`src/rtl/seven_seg_scan_ctrl_if.sv`:
```
// Load handshake between a display-word producer and the scan controller.
// The producer holds load_valid/load_data until it sees load_ready at a clock edge.
interface seven_seg_scan_ctrl_if;
    logic        load_valid;
    logic        load_ready;
    logic [31:0] load_data;

    modport master (output load_valid, output load_data, input load_ready);
    modport slave  (input load_valid, input load_data, output load_ready);
endinterface

```
`src/rtl/seven_seg_scan_ctrl.sv`:
```
// Eight-digit seven-segment scan controller: walks digits at a fixed dwell and drives
// the decoder select, nibble and lit enable; new words are committed only at frame boundaries.
module seven_seg_scan_ctrl #(
    parameter int unsigned REFRESH_DIV = 100000
) (
    input  logic                      clk,
    input  logic                      rst_n,
    input  logic                      run,
    seven_seg_scan_ctrl_if.slave      bus,
    input  logic [7:0]                en_mask,
    input  logic                      blank_lz,
    output logic [3:0]                num,
    output logic [2:0]                sel,
    output logic                      digit_on,
    output logic                      frame_tick
);

    typedef enum logic {IDLE, SCAN} state_t;

    localparam logic [23:0] DIV_LAST = 24'(REFRESH_DIV - 1);

    state_t      state, state_nx;
    logic [23:0] div_cnt, div_nx;
    logic [2:0]  sel_nx;
    logic [31:0] active, active_nx;
    logic [31:0] pend;
    logic        pend_valid, pend_valid_nx;
    logic        tick_nx;
    logic        accept;
    logic [31:0] shown;
    logic        lz_blank;
    logic        on_nx;

    assign bus.load_ready = ~pend_valid;
    assign accept         = bus.load_valid & ~pend_valid;

    always_comb begin
        state_nx      = state;
        div_nx        = div_cnt;
        sel_nx        = sel;
        active_nx     = active;
        pend_valid_nx = pend_valid;
        tick_nx       = 1'b0;
        case (state)
            IDLE: begin
                div_nx = '0;
                sel_nx = '0;
                if (pend_valid) begin
                    active_nx     = pend;
                    pend_valid_nx = 1'b0;
                end
                if (run) state_nx = SCAN;
            end
            SCAN: begin
                if (!run) begin
                    state_nx = IDLE;
                    div_nx   = '0;
                    sel_nx   = '0;
                end else if (div_cnt == DIV_LAST) begin
                    div_nx = '0;
                    sel_nx = sel + 3'd1;
                    if (sel == 3'd7) begin
                        tick_nx = 1'b1;
                        if (pend_valid) begin
                            active_nx     = pend;
                            pend_valid_nx = 1'b0;
                        end
                    end
                end else begin
                    div_nx = div_cnt + 24'd1;
                end
            end
            default: state_nx = IDLE;
        endcase
        // Accept and commit never coincide: one needs the buffer empty, the other full.
        if (accept) pend_valid_nx = 1'b1;
    end

    // Outputs are derived from the post-update digit and word so they change together.
    always_comb begin
        shown    = active_nx >> {sel_nx, 2'b00};
        lz_blank = blank_lz && (sel_nx != 3'd0) && (shown == '0);
        on_nx    = (state_nx == SCAN) && en_mask[sel_nx] && !lz_blank;
    end

    always_ff @(posedge clk or negedge rst_n) begin
        if (!rst_n) begin
            state      <= IDLE;
            div_cnt    <= '0;
            sel        <= '0;
            active     <= '0;
            pend       <= '0;
            pend_valid <= 1'b0;
            num        <= '0;
            digit_on   <= 1'b0;
            frame_tick <= 1'b0;
        end else begin
            state      <= state_nx;
            div_cnt    <= div_nx;
            sel        <= sel_nx;
            active     <= active_nx;
            pend_valid <= pend_valid_nx;
            num        <= shown[3:0];
            digit_on   <= on_nx;
            frame_tick <= tick_nx;
            if (accept) pend <= bus.load_data;
        end
    end

endmodule
```
`src/flat_wrapper.sv`:
```
// flat-port wrapper written by rule: the top's interface ports become plain ports
module seven_seg_scan_ctrl_flat 
#(
    parameter int unsigned REFRESH_DIV = 100000
)
  (clk, rst_n, run, en_mask, blank_lz, num, sel, digit_on, frame_tick, bus_load_valid, bus_load_data, bus_load_ready);
  seven_seg_scan_ctrl_if bus_i ();
  input  logic clk;
  input  logic rst_n;
  input  logic run;
  input  logic [7:0] en_mask;
  input  logic blank_lz;
  output logic [3:0] num;
  output logic [2:0] sel;
  output logic digit_on;
  output logic frame_tick;
  input wire logic [$bits(bus_i.load_valid)-1:0] bus_load_valid;
  input wire logic [$bits(bus_i.load_data)-1:0] bus_load_data;
  output wire logic [$bits(bus_i.load_ready)-1:0] bus_load_ready;
  assign bus_i.load_valid = bus_load_valid;
  assign bus_i.load_data = bus_load_data;
  assign bus_load_ready = bus_i.load_ready;
  seven_seg_scan_ctrl #(.REFRESH_DIV(REFRESH_DIV)) u_core (.clk(clk), .rst_n(rst_n), .run(run), .bus(bus_i), .en_mask(en_mask), .blank_lz(blank_lz), .num(num), .sel(sel), .digit_on(digit_on), .frame_tick(frame_tick));
endmodule
```
`config.mk`:
```
export PLATFORM = sky130hd
export DESIGN_NAME = seven_seg_scan_ctrl_flat
export DESIGN_NICKNAME = d
export VERILOG_FILES = /design/src/rtl/seven_seg_scan_ctrl_if.sv /design/src/rtl/seven_seg_scan_ctrl.sv /design/src/flat_wrapper.sv
export SDC_FILE = /design/constraint.sdc
export NUM_CORES = 1
export LEC_CHECK = 0
export ABC_AREA = 0
export CORE_UTILIZATION = 57
export DETAILED_ROUTE_END_ITERATION = 7
export GPL_TIMING_DRIVEN = 0
export PLACE_DENSITY = 0.81
export SLEW_MARGIN = 10
export SYNTH_ARGS = -nofsm -noshare
export SYNTH_HDL_FRONTEND = slang
export SYNTH_SLANG_ARGS = --single-unit
```
`constraint.sdc`:
```
create_clock -name clk -period 3.6 [get_ports clk]
set_input_delay 0.54 -clock clk [delete_from_list [all_inputs] [get_ports clk]]
set_output_delay 0.54 -clock clk [all_outputs]
set_load 0.005 [all_outputs]
```
==> impl_metrics.json, run 1 <==
{
  "outcome": "complete, no violations",
  "dp.final_hpwl_um": 9060,
  "period_needed_ns": 3.44,
  "num_vias": 4073,
  "seq_area_frac_synth_pct": 49.4,
  "dr.pass1.iters": 5,
  "io_pins": 55,
  "rows": 33,
  "yosysUniqueCellTypes": 52,
  "wirelength_um": 12300,
  "finalSetupTns_ns": 0,
  "async_reset_ff_share_pct": 100,
  "maxCapViolCount": 0,
  "hold_buffers": 0,
  "fin_ws_ns": 0.155,
  "timing.final.crit_share_pct": 95.7,
  "stdcell_area_um2": 5990,
  "rr_worst_depth": 13,
  "synthCells": 497,
  "initialDrtViolationCount": 230,
  "yosys.area.top_type": "dfrtp_1",
  "critPathArrivalTime_ns": 3.71,
  "h-tree-depth": 3,
  "synth_top_area_share_pct": 49.4,
  "cts_made_buffers": 9,
  "max-vdd-ir-drop_mv": 0.318,
  "relSlewSlack_pct": 52.6,
  "yosysWarningCount": 0,
  "postSynthRegisterBits": 99,
  "reg2reg_from": "u_core.div_cnt[14]",
  "gp_congestion": 0.880,
  "syn-num-nets": 545,
  "finClkSkew_ns": 0.0134,
  "grt_pass1_wl_um": 19600,
  "antenna_found_initial": 0,
  "die_w_um": 95.8,
  "cts_tree": "built",
  "hp-class": "primary input to async pin",
  "clk_latency_ns": 0.37,
  "fmax_mhz": 290,
  "end_kind": "flop",
  "start_kind": "flop",
  "syn-mean-instance-area_um2": 10.1,
  "syn-cell-area_um2": 5010,
  "place_area_um2": 5710,
  "ys.flop_type": "dfrtp_1",
  "yosys-top-cells-count": "dfrtp_1, nand2_1, nor2_1",
  "pre_cts_ws_ns": -0.236,
  "tightest_slew_ns": 0.711,
  "clockBufferDepth": 2,
  "io_buffers": 54,
  "coreArea_um2": 8380,
  "wl_per_cell_um": 18.1,
  "final_nets": 615,
  "die_h_um": 95.8,
  "synthTopCellsByArea": "dfrtp_1, mux2_2, nand2_1",
  "worstPathMaxFanout": 10,
  "fill_cells": 665,
  "grt-ovfl-total": 0,
  "areaGrowthSynthToFinish_pct": 19.5,
  "drv_slew": 0,
  "grt_max_degree": 59,
  "worstSetupPathType": "flop to flop",
  "grt_pass1_vias": 4012,
  "path_clk_slew_ns": 0.10,
  "r2r_slack_ns": 0.16,
  "root_buffer": "clkbuf_8",
  "layout-drive-gt1-share_pct": 16.8,
  "grtUsageTotal_pct": 28.3,
  "diodes": 0,
  "route.detailed.drc": 0,
  "setup_viol": 0,
  "numClockSinks": 99,
  "synth_enable_flop_cells": 0,
  "crit_required_ns": 3.86,
  "initial_core_util_pct": 59.8,
  "dieArea_um2": 9180,
  "r2r_end": "u_core.digit_on",
  "avgViaCountPerCell": 6.02,
  "hold_viol": 0,
  "detail-route-antenna-nets": 0,
  "leakage_nw": 2.60,
  "power-per-cell-area_nw_per_um2": 504
}
[critical path, cell delays in order (launching register included)]
cell,delay (ns)
dfrtp_2,0.45
buf_4,0.15
nor4b_2,0.34
nand3_2,0.18
or3_1,0.41
a21o_1,0.25
inv_2,0.10
buf_2,0.23
a21oi_1,0.11
o21ai_0,0.28
o211ai_1,0.22
nor4_2,0.30
o2111ai_1,0.14
and3_1,0.18
[flip-flops by register name, summed over array words and instances, names as in the netlist]
name / cells
u_core.active: 32
u_core.digit_on: 1
u_core.div_cnt: 24
u_core.frame_tick: 1
u_core.num: 4
u_core.pend: 32
u_core.pend_valid: 1
u_core.sel: 3
u_core.state: 1
[kinds of logic after synthesis]
kind of cell	synth area share [%]
AND/OR/NAND/NOR	21.2
flip-flops	49.4
AO/OA/AOI/OAI	8.06
XOR/XNOR	3.32
multiplexers	14.4
buffers and inverters	2.92
adder cells (fa/ha/maj)	0.749
[stage by stage]
stage	total power (W)	hold slack [ns]	instances	util (%)
2_1_floorplan	0.00197	0.244	497	-
3_3_place_gp	0.00224	0.454	656	67.8
3_5_place_dp	0.00227	0.465	657	68.1
4_1_cts	0.00302	0.168	673	70.7
5_1_grt	0.00317	0.196	677	71.5
6_report	0.00302	0.149	677	71.5
[final cells by class]
| class | instances | area, um^2 | area share, % |
|---|---|---|---|
| Buffer | 21 | 121 | 2.03 |
| Clock buffer | 9 | 124 | 2.07 |
| Clock inverter | 7 | 83.8 | 1.40 |
| Inverter | 10 | 37.5 | 0.626 |
| Multi-Input combinational cell | 367 | 2420 | 40.3 |
| Sequential cell | 99 | 2480 | 41.4 |
| Tap cell | 105 | 131 | 2.19 |
| Timing Repair Buffer | 59 | 598 | 9.98 |
[how the worst max path moves through the flow]
stage | start | endpoint | slack [ns]
floorplan | u_core.div_cnt[5] | u_core.digit_on | 0.57
global placement | rst_n | u_core.pend[6] | -1.56
detailed placement | run | u_core.digit_on | -0.24
CTS | u_core.div_cnt[5] | u_core.digit_on | 0.04
global route | u_core.div_cnt[14] | u_core.digit_on | -0.008
finish | u_core.div_cnt[14] | u_core.digit_on | 0.16
[repair_timing]
action / 4_1_cts / 5_1_grt
endpoints found under the setup margin: 1 / 1
gates resized for setup: 1 / 13
hold endpoints to repair: 0 / 0
pin swaps: 0 / 5
buffers inserted: 0 / 4
[power breakdown]
part / internal, W / switching [W] / total, W / leakage [nW]
logic: 0.000361 / 0.000363 / 0.000724 / 1.26
clock network: 0.000335 / 0.000414 / 0.000749 / 0.108
registers: 0.00135 / 0.000203 / 0.00155 / 1.23
[metal layers]
layer / vias up / GRT usage [%] / routed length, um
met2: 166 / 47.2 / 5770
li1: 1895 / - / -
met1: 1984 / 38.5 / 5460
met5: - / 0 / 0
met4: 0 / 7.34 / 214
met3: 28 / 4.74 / 829
[placed cells by master, fill, tap and decap left out, drive strengths merged, types with 5 or more instances in the layout]
cell            n
nand2          99
dfrtp          99
clkdlybuf4s50  52
nor2           46
mux2           46
a21oi          21
clkbuf         19
buf            17
nor3           15
nor4           15
xor2           14
o21ai          14
nand3          13
inv            13
mux2i          11
nand4           7
or3             7
and3            7
xnor2           5
(Power assumes the default switching activity.)
==> run 2: changes to the inputs <==
- CAP_MARGIN: unset -> 30
- CTS_CLUSTER_DIAMETER: unset -> 120
==> impl_metrics.json, run 2 (synthesis gave the netlist of run 1 again) <==
{
  "worstPathMaxFanout": 10,
  "root_buffer": "clkbuf_8",
  "initialDrtViolationCount": 230,
  "io_buffers": 54,
  "die_h_um": 95.8,
  "grt_pass1_vias": 4012,
  "cts_tree": "built",
  "rr_worst_depth": 13,
  "r2r_end": "u_core.digit_on",
  "leakage_nw": 2.60,
  "final_common_cell": "nand2_1",
  "grtUsageTotal_pct": 28.3,
  "wl_per_cell_um": 18.1,
  "worstSetupPathType": "flop to flop",
  "grt_max_degree": 59,
  "period_needed_ns": 3.44,
  "wirelength_um": 12300,
  "maxCapViolCount": 0,
  "grt-ovfl-total": 0,
  "layout-drive-gt1-share_pct": 16.8,
  "reg.largest.list": "u_core.active x32, u_core.pend x32, u_core.div_cnt x24",
  "reg2reg_from": "u_core.div_cnt[14]",
  "fin_util_pct": 71.5,
  "relSlewSlack_pct": 52.6,
  "timing.final.crit_share_pct": 95.7,
  "setup_viol": 0,
  "hold_viol": 0,
  "diodes": 0,
  "crit_path_end": "u_core.digit_on",
  "crit_required_ns": 3.86,
  "hp-class": "primary input to async pin",
  "dieArea_um2": 9180,
  "coreArea_um2": 8380,
  "crit_start": "u_core.div_cnt[14]",
  "critPathArrivalTime_ns": 3.71,
  "clk_latency_ns": 0.37,
  "cts_made_buffers": 9,
  "gp_congestion": 0.880,
  "path_clk_slew_ns": 0.10,
  "route.detailed.drc": 0,
  "h-tree-depth": 3,
  "io_pins": 55,
  "tightest_slew_ns": 0.711,
  "layout_common_cells": "nand2_1, dfrtp_1, clkdlybuf4s50_1",
  "num_vias": 4073,
  "initial_core_util_pct": 59.8,
  "end_kind": "flop",
  "die_w_um": 95.8,
  "numClockSinks": 99,
  "hold_buffers": 0,
  "antenna_found_initial": 0,
  "fin_ws_ns": 0.155,
  "pre_cts_ws_ns": -0.236,
  "avgViaCountPerCell": 6.02,
  "areaGrowthSynthToFinish_pct": 19.5,
  "dp.final_hpwl_um": 9060,
  "fmax_mhz": 290,
  "clockBufferDepth": 2,
  "detail-route-antenna-nets": 0,
  "drv_slew": 0,
  "grt_pass1_wl_um": 19600,
  "finClkSkew_ns": 0.0134,
  "r2r_slack_ns": 0.16,
  "start_kind": "flop",
  "rows": 33,
  "final_nets": 615,
  "max-vdd-ir-drop_mv": 0.318,
  "power-per-cell-area_nw_per_um2": 504,
  "dr.pass1.iters": 5,
  "hold_ws_ns": 0.149,
  "outcome": "complete, no violations"
}
## run 2: cell counts in the layout (fill, tap and decap cells not counted)
No cell type changed its count.
## run 2: how the worst min path moves through the flow
| stage | start | end | slack, ns | cells past startpoint |
|---|---|---|---|---|
| 2_1_floorplan | rst_n | u_core.active[0] | 0.24 | 0 |
| 3_3_place_gp | u_core.active[1] | u_core.active[1] | 0.45 | 2 |
| 3_5_place_dp | u_core.active[2] | u_core.active[2] | 0.47 | 2 |
| 4_1_cts | rst_n | u_core.pend[9] | 0.17 | 1 |
| 5_1_grt | rst_n | u_core.div_cnt[15] | 0.20 | 1 |
| 6_report | rst_n | u_core.div_cnt[15] | 0.15 | 1 |
## run 2: per-layer routing
metal,routed length [um],part of all wire [%],up-vias,track usage (%)
met3,829,6.8,28,4.74
met2,5770,47,166,47.2
met4,214,1.7,0,7.34
met1,5460,44,1984,38.5
met5,0,0,-,0
li1,-,-,1895,-
## run 2: power by group
part	internal, W	switching (W)	leakage (nW)
Sequential	0.00135	0.000203	1.23
Combinational	0.000361	0.000363	1.26
Clock	0.000335	0.000414	0.108
## run 2: critical path, cell delays in order, from the launching register on
cell	delay, ns
dfrtp_2	0.45
buf_4	0.15
nor4b_2	0.34
nand3_2	0.18
or3_1	0.41
a21o_1	0.25
inv_2	0.10
buf_2	0.23
a21oi_1	0.11
o21ai_0	0.28
o211ai_1	0.22
nor4_2	0.30
o2111ai_1	0.14
and3_1	0.18
## run 2: layout make-up
type / count / area [um^2]
flip-flops and latches: 99 / 2480
clock buffers: 9 / 124
inverters: 10 / 37.5
plain buffers: 21 / 121
multi-input cells: 367 / 2420
clock inverters: 7 / 83.8
well taps: 105 / 131
repair buffers: 59 / 598
fillers: 665 / 2390
## run 2: what timing repair did
action                                  CTS  global route
cloned                                    0             0
setup buffers                             0             4
endpoints found under the setup margin    1             1
resized for setup                         1            13
pin swaps                                 0             5
## run 2: stage by stage
stage | TNS, ns | cells | power [W] | instance area, um^2
2_1_floorplan | 0 | 497 | 0.00197 | 5010
3_3_place_gp | -153.95 | 656 | 0.00224 | 5690
3_5_place_dp | -0.236 | 657 | 0.00227 | 5710
4_1_cts | 0 | 673 | 0.00302 | 5920
5_1_grt | -0.00810 | 677 | 0.00317 | 5990
6_report | 0 | 677 | 0.00302 | 5990
==> run 3: changes to the inputs <==
- CORE_UTILIZATION: 57 -> 61
- PLACE_DENSITY: 0.81 -> 0.85
- clock period: 3.6 -> 4 ns (I/O delays scaled with it)
==> impl_metrics.json, run 3 (synthesis gave the netlist of run 1 again) <==
{
  "maxCapViolCount": 0,
  "coreArea_um2": 7850,
  "cts_made_buffers": 9,
  "relSlewSlack_pct": 48.5,
  "rsz0062_at_grt": "false",
  "power_w": 0.00285,
  "die_w_um": 92.7,
  "wl_per_cell_um": 18.6,
  "grt_max_degree": 56,
  "fill_cells": 553,
  "numClockSinks": 99,
  "num_vias": 4158,
  "hold_ws_ns": 0.233,
  "worstSetupPathType": "flop to flop",
  "crit_required_ns": 4.26,
  "wirelength_um": 12400,
  "rr_worst_depth": 11,
  "detail-route-antenna-nets": 0,
  "end_kind": "flop",
  "hold_buffers": 0,
  "cts_tree": "built",
  "path_clk_slew_ns": 0.10,
  "seqCellArea_um2": 2480,
  "outcome": "complete, no violations",
  "leakage_nw": 2.59,
  "dr.pass1.iters": 5,
  "diodes": 0,
  "fmax_mhz": 267,
  "cts_resized": 0,
  "timing.final.crit_share_pct": 93.6,
  "hold_viol": 0,
  "setup_viol": 0,
  "grtUsageTotal_pct": 31.5,
  "reg.largest.list": "u_core.active x32, u_core.pend x32, u_core.div_cnt x24",
  "clockBufferDepth": 2,
  "power-per-cell-area_nw_per_um2": 477,
  "crit_start": "u_core.div_cnt[5]",
  "final_nets": 611,
  "h-tree-depth": 3,
  "multiInputGateArea_um2": 2390,
  "hp-class": "primary input to async pin",
  "grt_pass1_vias": 4310,
  "layout_common_cells": "nand2_1, dfrtp_1, clkdlybuf4s50_1",
  "dp.final_hpwl_um": 9220,
  "areaGrowthSynthToFinish_pct": 18.9,
  "avgViaCountPerCell": 6.21,
  "die_h_um": 92.7,
  "antenna_found_initial": 0,
  "r2r_end": "u_core.digit_on",
  "dieArea_um2": 8590,
  "reg2reg_from": "u_core.div_cnt[5]",
  "rows": 32,
  "period_needed_ns": 3.74,
  "finalSetupTns_ns": 0,
  "layout-drive-gt1-share_pct": 15.0,
  "grt-ovfl-total": 0,
  "io_pins": 55,
  "initialDrtViolationCount": 291,
  "grt_pass1_wl_um": 20700,
  "max-vdd-ir-drop_mv": 0.300,
  "clk_latency_ns": 0.37,
  "worstPathMaxFanout": 10,
  "gp_congestion": 0.901,
  "root_buffer": "clkbuf_8",
  "start_kind": "flop",
  "drv_slew": 0,
  "postCtsSetupBuffers": 0,
  "critPathArrivalTime_ns": 4.00,
  "finClkSkew_ns": 0.0118,
  "io_buffers": 54,
  "r2r_slack_ns": 0.26,
  "tightest_slew_ns": 0.772,
  "initial_core_util_pct": 63.9,
  "route.detailed.drc": 0
}
-- run 3: cell count changes in the layout (fill, tap and decap cells not counted), sizes merged --
cell / previous run / this run
buf: 17 / 15
clkdlybuf4s50: 52 / 53
clkinv: 3 / 0
dlymetal6s2s: 1 / 0
clkbuf: 19 / 18
bufinv: 1 / 3
-- run 3: through the flow --
step                      util, %  cell area [um^2]  worst slack (ns)  instances
final                        76.0              5960             0.256        670
after global routing         76.0              5960             0.113        670
after CTS                    76.0              5960             0.354        670
after detailed placement     72.7              5710            0.0867        654
after global placement       72.4              5680             -1.15        653
after floorplan                 -              5010             0.968        497
-- run 3: how the worst max path moves through the flow --
stage | endpoint | slack [ns] | cells after the start
floorplan | u_core.digit_on | 0.97 | 11
global placement | u_core.pend[6] | -1.15 | 1
detailed placement | u_core.digit_on | 0.09 | 11
CTS | u_core.digit_on | 0.35 | 11
global route | u_core.digit_on | 0.11 | 11
finish | u_core.digit_on | 0.26 | 11
-- run 3: per-layer routing --
layer | wire, um | global-route usage (%) | up-vias
met5 | 0 | 0 | -
met4 | 304 | 12.7 | 0
met2 | 5920 | 52.5 | 183
met3 | 862 | 5.34 | 28
li1 | - | - | 1890
met1 | 5350 | 41.3 | 2057
-- run 3: power by group --
group | leakage, nW | switching (W) | internal, W | total [W]
Combinational | 1.22 | 0.000327 | 0.000323 | 0.000650
Sequential | 1.24 | 0.000182 | 0.00121 | 0.00139
Clock | 0.128 | 0.000361 | 0.000440 | 0.000801
Total | 2.59 | 0.000870 | 0.00198 | 0.00285
-- run 3: worst max-delay path, stage by stage (launching register included) --
cell	delay, ns
dfrtp_1	0.47
or4_1	0.57
nor4_2	0.40
a21oi_1	0.32
clkbuf_1	0.34
nor3_1	0.29
nor4_1	0.10
nor3_1	0.40
nand4_1	0.15
a211oi_1	0.27
o2111ai_1	0.13
and3_1	0.19
-- run 3: layout make-up --
type | instances | share of cell area, %
plain buffers | 21 | 1.83
clock buffers | 10 | 2.31
clock inverters | 6 | 1.95
inverters | 10 | 0.630
multi-input cells | 367 | 40.1
flip-flops and latches | 99 | 41.6
well taps | 102 | 2.14
repair buffers | 55 | 9.49
